## config.mk

```make
export PLATFORM = sky130hd
export DESIGN_NAME = bcla14_pipe_stage
export DESIGN_NICKNAME = d
export VERILOG_FILES = /design/src/rtl/bcla_pkg.sv /design/src/rtl/bcla_skid_buf.sv /design/src/rtl/bcla14_pipe_stage.sv
export SDC_FILE = /design/constraint.sdc
export NUM_CORES = 1
export LEC_CHECK = 0
export ABC_CLOCK_PERIOD_IN_PS = 3100
export CAP_MARGIN = 5
export CORE_ASPECT_RATIO = 1.2
export CORE_MARGIN = 5
export CORE_UTILIZATION = 45
export DETAILED_ROUTE_END_ITERATION = 10
export HOLD_SLACK_MARGIN = 0.02
export PLACE_DENSITY_LB_ADDON = 0.3
export SLEW_MARGIN = 10
export SYNTH_ARGS = -nofsm -noshare
export SYNTH_HDL_FRONTEND = slang
export SYNTH_SLANG_ARGS = --single-unit
```

## constraint.sdc

```tcl
create_clock -name clk -period 3.1 [get_ports clk]
set_clock_uncertainty 0.15 [all_clocks]
set_input_delay 0.465 -clock clk [delete_from_list [all_inputs] [get_ports clk]]
set_output_delay 0.465 -clock clk [all_outputs]
set_load 0.01 [all_outputs]
```

## src/rtl/bcla_pkg.sv

```systemverilog
// Shared types and the 14-bit block carry look-ahead adder core for the BCLA pipe stage.
// The perf counter width here is only used when BCLA_PIPE_PERF_CNT_EN is defined.
package bcla_pkg;

    localparam int BCLA_W     = 14;
    localparam int PERF_CNT_W = 16;
    localparam int BLK_W      = 4;

    typedef logic [BCLA_W-1:0] operand_t;
    typedef logic [BCLA_W:0]   sum_t;

    typedef struct packed {
        operand_t x;
        operand_t y;
        logic     cin;
    } op_pair_t;

    // Blocks of BLK_W bits; each block's carry-out comes from its group G/P, not the ripple.
    function automatic sum_t bcla14_add(input operand_t x, input operand_t y, input logic cin);
        logic [BCLA_W-1:0] g;
        logic [BCLA_W-1:0] p;
        logic [BCLA_W:0]   c;
        logic              bg;
        logic              bp;
        logic              cb;
        g    = x & y;
        p    = x ^ y;
        c    = '0;
        c[0] = cin;
        bg   = 1'b0;
        bp   = 1'b1;
        cb   = cin;
        for (int i = 0; i < BCLA_W; i++) begin
            if (i % BLK_W == 0) begin
                bg = 1'b0;
                bp = 1'b1;
                cb = c[i];
            end
            c[i+1] = g[i] | (p[i] & c[i]);
            bg     = g[i] | (p[i] & bg);
            bp     = bp & p[i];
            if ((i % BLK_W == BLK_W - 1) || (i == BCLA_W - 1)) begin
                c[i+1] = bg | (bp & cb);
            end
        end
        return {c[BCLA_W], p ^ c[BCLA_W-1:0]};
    endfunction

endpackage

```

## src/rtl/bcla_skid_buf.sv

```systemverilog
// Two-entry skid buffer (head + spill) whose ready output comes straight from a register.
module bcla_skid_buf
    import bcla_pkg::*;
#(
    parameter type T = op_pair_t
) (
    input  logic clk,
    input  logic rst_n,
    input  logic in_valid,
    output logic in_ready,
    input  T     in_data,
    output logic head_valid,
    output T     head,
    input  logic pop
);

    logic k_valid;
    T     k_data;
    logic push;

    assign push = in_valid & in_ready;

    // The spill slot only fills when the head is occupied and not leaving; ready tracks its emptiness.
    always_ff @(posedge clk) begin
        if (!rst_n) begin
            head_valid <= 1'b0;
            k_valid    <= 1'b0;
            in_ready   <= 1'b1;
        end else if (pop) begin
            if (k_valid) begin
                head    <= k_data;
                k_valid <= 1'b0;
            end else begin
                head_valid <= push;
                if (push) begin
                    head <= in_data;
                end
            end
            in_ready <= 1'b1;
        end else if (push) begin
            if (!head_valid) begin
                head_valid <= 1'b1;
                head       <= in_data;
                in_ready   <= 1'b1;
            end else begin
                k_valid  <= 1'b1;
                k_data   <= in_data;
                in_ready <= 1'b0;
            end
        end
    end

endmodule

```

## src/rtl/bcla14_pipe_stage.sv

```systemverilog
// Registered, valid/ready wrapper around the BCLA adder: skid buffer in, one output register out.
// Optional transfer/overflow counters are enabled by defining BCLA_PIPE_PERF_CNT_EN.
module bcla14_pipe_stage
    import bcla_pkg::*;
#(
    parameter int         W       = BCLA_W,
    parameter logic [W:0] SUM_RST = '0
) (
    input  logic         clk,
    input  logic         rst_n,
    input  logic         in_valid,
    output logic         in_ready,
    input  logic [W-1:0] in_x,
    input  logic [W-1:0] in_y,
    input  logic         in_cin,
    output logic         out_valid,
    input  logic         out_ready,
    output logic [W:0]   out_sum
`ifdef BCLA_PIPE_PERF_CNT_EN
    ,
    output logic [PERF_CNT_W-1:0] perf_cnt,
    output logic [PERF_CNT_W-1:0] ovf_cnt
`endif
);

    typedef struct packed {
        logic [W-1:0] x;
        logic [W-1:0] y;
        logic         cin;
    } pair_t;

    pair_t      in_pair;
    pair_t      head;
    logic       head_valid;
    logic       load;
    logic [W:0] sum;

    assign in_pair = '{x: in_x, y: in_y, cin: in_cin};
    assign load    = head_valid & (~out_valid | out_ready);

    bcla_skid_buf #(.T(pair_t)) u_skid (
        .clk        (clk),
        .rst_n      (rst_n),
        .in_valid   (in_valid),
        .in_ready   (in_ready),
        .in_data    (in_pair),
        .head_valid (head_valid),
        .head       (head),
        .pop        (load)
    );

    if (W == BCLA_W) begin : g_bcla
        assign sum = bcla14_add(head.x, head.y, head.cin);
    end else begin : g_generic
        assign sum = {1'b0, head.x} + {1'b0, head.y} + {{W{1'b0}}, head.cin};
    end

    // out_sum keeps its last value when out_valid drops; only a load changes it.
    always_ff @(posedge clk) begin
        if (!rst_n) begin
            out_valid <= 1'b0;
            out_sum   <= SUM_RST;
        end else if (load) begin
            out_valid <= 1'b1;
            out_sum   <= sum;
        end else if (out_ready) begin
            out_valid <= 1'b0;
        end
    end

`ifdef BCLA_PIPE_PERF_CNT_EN
    always_ff @(posedge clk) begin
        if (!rst_n) begin
            perf_cnt <= '0;
            ovf_cnt  <= '0;
        end else if (out_valid && out_ready) begin
            perf_cnt <= perf_cnt + PERF_CNT_W'(1);
            if (out_sum[W]) begin
                ovf_cnt <= ovf_cnt + PERF_CNT_W'(1);
            end
        end
    end
`else
    // No counter state in this build.
`endif

endmodule

```

== Word-level counts from Yosys, hierarchy flattened ==
Index checks and enable logic that the tools add are counted.

* Bits of input ports: 33
* Output and inout port bits: 17
* Word-level logic and storage cells: 99
* Bits in registers: 77

* Bitwise logic cells: 67
* Equality and inequality tests: 2
* Reductions and logical operators: 8
* Multiplexer cells: 11

{| class="wikitable"
|+ Operators by type and width
! operator !! number
|-
| two-way mux 29 bit || 5
|-
| bitwise AND 1 bit || 36
|-
| XOR 14 bit || 2
|-
| bitwise OR 1 bit || 25
|-
| bitwise AND 14 bit || 1
|-
| AND reduction 4 bit || 2
|-
| two-way mux 1 bit || 6
|-
| nonzero test 2 bit || 3
|-
| != test 2 bit, second input constant || 2
|-
| AND reduction 2 bit || 2
|-
| NOT 1 bit || 3
|-
| OR reduction 2 bit || 1
|}

== Longest topological paths before layout ==
Gate-level depths: netlist of the first run.

* Depth after elaboration: 17
* Depth in mapped cells: 10
* Depth with buffers taken out: 10

== Cells and area by module ==
From an unflattened synthesis of the first run, not the netlist that was laid out.

* Cell total of the unflattened synthesis: 227
* Area total of the unflattened synthesis: 3537.1 µm²

{| class="wikitable"
|+ By module, submodules not included
! module !! area an instance (µm²) !! times used !! sequential area each (µm²) !! cells an instance
|-
| bcla_skid_buf || 2348.5 || 1 || 1801.7 || 108
|-
| bcla14_pipe_stage || 1188.6 || 1 || 320.3 || 119
|}

== Worst setup path after synthesis of the first run ==
Ideal clock, no wire load.

* Path kind: input to register
* Start: in out_ready
* End: reg u_skid.k_data[0] (netlist bit) (enable)
* Required time: 2496 ps
* Path buffers: 0
* Setup slack: -248 ps
* Setup time: 454 ps
* Arrival: 2745 ps
* Stages: 3
* Cell sequence: nor2b_1 > nand2_1 > nor3_1

* Longest elaborated chain between the ends: 4

{| class="wikitable"
|+ Ends and longest elaborated chain
! element !! RTL line !! text
|-
| from (decl) || bcla14_pipe_stage.sv:17 || <nowiki>input logic out_ready,</nowiki>
|-
| bitwise OR 1 bit || bcla14_pipe_stage.sv:39 || <nowiki>assign load = head_valid & (~out_valid | out_ready);</nowiki>
|-
| bitwise AND 1 bit || bcla14_pipe_stage.sv:39 ||
|-
| NOT 1 bit (no line) || n/a ||
|-
| AND reduction 4 bit (no line) || n/a ||
|-
| to (signal assigned) || bcla_skid_buf.sv:47 || <nowiki>k_data <= in_data;</nowiki>
|-
| to (decl) || bcla_skid_buf.sv:18 || <nowiki>T k_data;</nowiki>
|}

No other way between the ends.
A chain may end at the register's enable or synchronous reset.

== Worst setup path in the final report of the first run ==
* Start: reg, netlist name u_skid.head[2]
* End: reg out_sum[7]

* Longest elaborated chain between the ends: 15
* Elaborated cells between the ends (all ways): 20
* Those cells by class: bitwise: 20

{| class="wikitable"
|+ Ends and longest elaborated chain
! element !! RTL line !! text
|-
| XOR 14 bit || bcla_pkg.sv:27 || <nowiki>p = x ^ y;</nowiki>
|-
| bitwise AND 1 bit || bcla_pkg.sv:40 || <nowiki>bg = g[i] | (p[i] & bg);</nowiki>
|-
| bitwise OR 1 bit || bcla_pkg.sv:40 ||
|-
| bitwise AND 1 bit || bcla_pkg.sv:40 ||
|-
| bitwise OR 1 bit || bcla_pkg.sv:40 ||
|-
| bitwise AND 1 bit || bcla_pkg.sv:40 ||
|-
| bitwise OR 1 bit || bcla_pkg.sv:40 ||
|-
| bitwise OR 1 bit * || bcla_pkg.sv:43 || <nowiki>c[i+1] = bg | (bp & cb);</nowiki>
|-
| bitwise AND 1 bit * || bcla_pkg.sv:39 || <nowiki>c[i+1] = g[i] | (p[i] & c[i]);</nowiki>
|-
| bitwise OR 1 bit * || bcla_pkg.sv:39 ||
|-
| bitwise AND 1 bit * || bcla_pkg.sv:39 ||
|-
| bitwise OR 1 bit * || bcla_pkg.sv:39 ||
|-
| bitwise AND 1 bit * || bcla_pkg.sv:39 ||
|-
| bitwise OR 1 bit * || bcla_pkg.sv:39 ||
|-
| XOR 14 bit * || bcla_pkg.sv:46 || <nowiki>return {c[BCLA_W], p ^ c[BCLA_W-1:0]};</nowiki>
|-
| to (signal assigned) || bcla14_pipe_stage.sv:65 || <nowiki>out_sum <= sum;</nowiki>
|-
| to (decl) || bcla14_pipe_stage.sv:18 || <nowiki>output logic [W:0] out_sum</nowiki>
|}

Mark *: on every way between the ends. The rest lies on a longest branch, timed or not.

==> metrics, run 1 <==
Power Total 2.14 mW; DR WL/cell 15.3 um; Overflow after GRT 0; Max stage delay on crit path 0.41 ns; period utilization 96.6%; Tmin final 2.99 ns; Worst Tran Pin Value 0.407 ns; Synth area leader edfxtp_1; Yosys Warn Count 0; fraction of layout cells with a size suffix above 1 13.3%; Remaining DRCs 0; DR pass1 iterations 5; Skew-Pair Late Insertion Delay 0.35 ns; Synth async-reset ratio 0%; Main synth FF type edfxtp_1; Pwr Density 503 mW/mm^2; total negative slack 0 ns; # port buffers 49; 1st-iter DRT viols 73; total clock sinks 77; CP Max Fanout 2; Setup Crit Path Kind reg2reg; outcome finished clean; Seq/Total Area, Yosys 63.4%; NumNets Final 352; Cells after Synth 229; pins over their slew limit 0; number of flops mapped to enable cells by yosys 58; Mapped Area 0.00335 mm^2; global-route wire length before repair 9.61 mm; CP Cell Sequence ha_1, a41oi_2, o21ai_2, nand2_1, nand2_1, fa_1, fa_1, fa_1, xnor2_1, a211oi_1; post-synth net total 286; Synth Area in Compound Gates 6.06%; final core utilization 58.8%; Slowest cell on crit path edfxtp_1; Die Span Y 104 um; Root Buffer clkbuf_8; maximum clock path buffer count 2; average via count per standard cell 5.05; DPL Wire Length 4.19 mm; Synth Area in XOR/XNOR 1.05%; HP Class reg2reg; CTS Buf Count 9; clock slew at reported path FFs 0.07 ns; core area 0.00723 mm^2; synthesized flop and latch total 77; largest family of logic cells by synthesized area adder cells; Crit path top cell by count fa_1; CTS tree done; All-Layer GR Usage 13.8%; number of global-route vias before repair 1976; final wirelength 5.95 mm; largest net degree at the start of global routing 30; Worst setup EP type flip-flop; area growth from synthesis to final layout 27.2%; final hold violations 0; WP data required 3.21 ns; maximum clock rate 334 MHz; GPL Wtd Cong 0.858; post-synth top area share 52.1%; die area 0.00927 mm^2; dominant cells by area after synthesis edfxtp_1 (52%), dfxtp_1 (11%), mux2_1 (9.4%); post-synthesis simple-gate area fraction 5.98%; post-route ant nets 0; initial antenna violation count 0; crit path DAT 3.10 ns; Leak Pwr 1.51 nW; # diodes 0; Max IR drop VDD 0.283 mV; Max-slew headroom 72.8%; H-tree lvl count 3; Adder-Cell Fraction of Synth Area 11.2%; post-synthesis mux area share 9.76%; Max-Cap Viols 0; # setup viols final 0; die width 88.7 um; row cnt 34; vias 1969; Startpoint Class flip-flop; distinct cell type count after synthesis 35; Initial Util 46.3%; Avg Inst Size Synth 14.6 um^2; worst hold slack 0.305 ns; I/O pin total 50
## synthesized netlist by cell type (2+ instances only)
master and instances:
edfxtp_1 58, dfxtp_1 19, inv_1 8, a211oi_1 5
clkbuf_1 2, ha_1 14, xnor2_1 4, a21oi_1 18
nand4_1 2, buf_6 3, mux2_1 28, nor2_1 8
fa_1 10, nand2_1 28, o21ai_0 2
## cells in the final DEF (no fill, tap or decap), types with 2 or more instances in the layout
| cell | Yosys | layout |
|---|---|---|
| edfxtp_1 | 58 | 58 |
| clkdlybuf4s50_1 | 0 | 49 |
| mux2_1 | 28 | 28 |
| nand2_1 | 28 | 28 |
| dfxtp_1 | 19 | 19 |
| a21oi_1 | 18 | 15 |
| buf_4 | 0 | 13 |
| ha_1 | 14 | 12 |
| fa_1 | 10 | 10 |
| clkbuf_8 | 0 | 10 |
| inv_1 | 8 | 8 |
| nor2_1 | 8 | 8 |
| a211oi_1 | 5 | 5 |
| xnor2_1 | 4 | 4 |
| a21oi_2 | 0 | 3 |
| nand4_1 | 2 | 2 |
| ha_4 | 0 | 2 |
| clkinvlp_4 | 0 | 2 |
| clkbuf_1 | 2 | 2 |
## through the flow
stage	setup slack [ns]	cell area [um^2]	instances
6_report	0.105	4260	390
5_1_grt	-0.0194	4260	390
4_1_cts	0.0000788	4180	386
3_5_place_dp	0.00906	3970	369
3_3_place_gp	0.0818	3970	369
2_1_floorplan	0.0877	3350	229
## final cells by class
| cell class | instances | area (um^2) |
|---|---|---|
| Tap cell | 90 | 113 |
| Fill cell | 582 | 2980 |
| Multi-Input combinational cell | 136 | 1200 |
| Timing Repair Buffer | 62 | 588 |
| Clock buffer | 12 | 145 |
| Clock inverter | 4 | 48.8 |
| Sequential cell | 77 | 2120 |
| Inverter | 9 | 33.8 |
## worst paths after layout
kind / cells after the start / slack, ns / from / to
worst max-delay path: 10 / 0.11 / u_skid.head[2] / out_sum[7]
worst min-delay path: 2 / 0.30 / out_sum[5] / out_sum[5]
worst min register to register: 2 / 0.30 / out_sum[5] / out_sum[5]
worst max register to register: 10 / 0.11 / u_skid.head[2] / out_sum[7]
## critical path, delay by kind of cell (launching register included)
family	cells	cell delay [ns]
flops	1	0.41
simple gates	2	0.15
xor+xnor	1	0.15
fa+ha+maj	4	1.53
compound gates	3	0.53
## registers in the layout, summed over array words and instances (netlist names)
| signal | count |
|---|---|
| out_valid | 1 |
| u_skid.head_valid | 1 |
| u_skid.in_ready | 1 |
| u_skid.head | 29 |
| out_sum | 15 |
| u_skid.k_valid | 1 |
| u_skid.k_data | 29 |
## per-layer routing
metal | track usage, % | wire [um] | vias up
li1 | - | - | 968
met1 | 17.3 | 2470 | 938
met2 | 21.4 | 3000 | 50
met3 | 3.57 | 302 | 13
met4 | 7.45 | 177 | 0
met5 | 0 | 0 | -
## kinds of logic (layout without fill, tap and decap cells)
logic type | Yosys count | after routing
adders and majority gates | 24 | 24
DFF | 77 | 77
AOI/OAI and AO/OA | 33 | 33
buffers and inverters | 16 | 87
and+or+nand+nor | 46 | 46
xor gates and xnor gates | 4 | 4
muxes | 29 | 29
## where the power goes
group | internal, mW | leakage [nW] | switching [mW]
Clock | 0.392 | 0.0903 | 0.340
Sequential | 1.15 | 0.688 | 0.0236
Combinational | 0.132 | 0.732 | 0.108
Total | 1.67 | 1.51 | 0.471
## what timing repair did
| action | in CTS | in global routing |
|---|---|---|
| resized for setup | 0 | 8 |
| pin swaps | 1 | 2 |
| setup buffers | 1 | 4 |
| hold buffers | 0 | 0 |
| gates cloned | 0 | 0 |
| endpoints found under the setup margin | 1 | 3 |
| hold endpoints to repair | 0 | 0 |
Power figures use the tool's default switching activity.
==> run 2, diff against run 1 <==
- CORE_MARGIN: 5 -> 1
- CORE_UTILIZATION: 45 -> 48
==> metrics, run 2 (synthesis gave the netlist of run 1 again) <==
Clock power frac 38.6%; 1st-iter DRT viols 99; maximum clock rate 339 MHz; most common cell after layout, fill and taps aside edfxtp_1; outcome finished clean; # diodes 0; GRT met1 Usage 22.1%; core area 0.00657 mm^2; row cnt 32; Initial Util 51.0%; number of global-route vias before repair 2080; area growth from synthesis to final layout 29.4%; post-route ant nets 0; # setup viols final 0; FILL cells 500; Remaining DRCs 0; NumNets Final 356; initial antenna violation count 0; CTS tree done; worst hold slack 0.308 ns; Flop pwr share 50.6%; average via count per standard cell 5.24; vias 2040; crit path DAT 3.07 ns; HP Class reg2reg; largest net degree at the start of global routing 30; die width 78.2 um; Pwr Density 534 mW/mm^2; DR WL/cell 15.3 um; fraction of layout cells with a size suffix above 1 15.5%; Root Buffer clkbuf_8; fin worst setup slack 0.150 ns; Place WS -0.0144 ns; top flop regs u_skid.head x29, u_skid.k_data x29, out_sum x15; CP Max Fanout 2; cts hold-fix bufs 0; Worst setup EP type flip-flop; Skew-Pair Late Insertion Delay 0.35 ns; final wirelength 5.96 mm; global-route wire length before repair 10.0 mm; Startpoint Class flip-flop; Worst Tran Pin Value 0.400 ns; Die Span Y 93.5 um; pins over their slew limit 0; die area 0.00731 mm^2; met2 Usage GRT 31.7%; Most Used Layer, Global Route met2; met3 Usage GRT 5.46%; Leak Pwr 1.56 nW; Sw Ratio 21.5%; total clock sinks 77; Max-slew headroom 73.3%; period utilization 95.2%; Tmin final 2.95 ns; internal power 1.82 mW; final hold violations 0; Combinational Power Share 10.9%; Max IR drop VDD 0.316 mV; Switch Pwr 497 uW; commonest non-fill, non-tap cells in the layout edfxtp_1 (58), clkdlybuf4s50_1 (49), mux2_1 (28), nand2_1 (28), dfxtp_1 (19); DPL Wire Length 4.11 mm; DR pass1 iterations 4; # port buffers 49; GPL Wtd Cong 0.828; Max-Cap Viols 0; Setup Crit Path Kind reg2reg; Overflow after GRT 0; I/O pin total 50; CTS Buf Count 9; WP data required 3.22 ns; clock slew at reported path FFs 0.08 ns; H-tree lvl count 3; All-Layer GR Usage 18.7%; maximum clock path buffer count 2
## run 2: worst max-delay path, stage by stage (launching register included)
cell and delay, ns:
edfxtp_1 0.41, ha_1 0.33, a41oi_2 0.19, o21ai_2 0.10, nand2_1 0.07, nand2_1 0.07, fa_1 0.39, fa_1 0.41
fa_1 0.40, xnor2_1 0.14, a211oi_1 0.21
## run 2: worst paths after layout
kind	startpoint	to	slack, ns	cells past startpoint
hold reg to reg	out_sum[2]	out_sum[2]	0.31	2
setup / recovery	u_skid.head[2]	out_sum[7]	0.15	10
setup reg to reg	u_skid.head[2]	out_sum[7]	0.15	10
hold / removal	out_sum[2]	out_sum[2]	0.31	2
## run 2: final cells by class
class                      instances  area (um^2)  share of cell area [%]
sequential                        77         2120                    49.0
multi-input combinational        136         1200                    27.7
timing repair buffer              66          631                    14.6
clock buffer                       9          124                    2.86
clock inverter                     7          114                    2.63
tap                               85          106                    2.46
inverter                           9         33.8                   0.780
## run 2: timing repair
| item | CTS | global route |
|---|---|---|
| setup buffers | 6 | 4 |
| endpoints found under the hold margin | 0 | 0 |
| pin swaps | 1 | 2 |
| gates resized for setup | 2 | 7 |
| endpoints found under the setup margin | 1 | 5 |
## run 2: power by group through the flow
stage / Sequential (mW) / Clock (mW) / Combinational, mW
floorplan: 1.20 / 0 / 0.108
global placement: 1.19 / 0 / 0.220
detailed placement: 1.19 / 0 / 0.229
CTS: 1.17 / 0.913 / 0.241
global route: 1.17 / 0.955 / 0.279
finish: 1.17 / 0.893 / 0.251
## run 2: per-stage QoR
step                      utilization, %  area, um^2  instances  setup TNS [ns]  total power [mW]
final                               65.9        4330        389               0              2.31
after global placement              60.5        3970        363               0              1.41
after floorplan                        -        3350        229               0              1.30
after global routing                65.9        4330        389         -0.0297              2.41
after CTS                           64.8        4260        385               0              2.32
after detailed placement            60.5        3970        363         -0.0144              1.42
## run 2: layer usage
layer	share of wire [%]	up-vias
met5	0	-
met4	1.8	0
met3	3.9	8
met2	52	43
met1	42	1009
li1	-	980
==> run 3, diff against run 2 <==
- ABC_CLOCK_PERIOD_IN_PS: 3100 -> default
- SLEW_MARGIN: 10 -> default
==> results of run 3 <==
Final layout, timing and power as in run 2 (identical DEF).
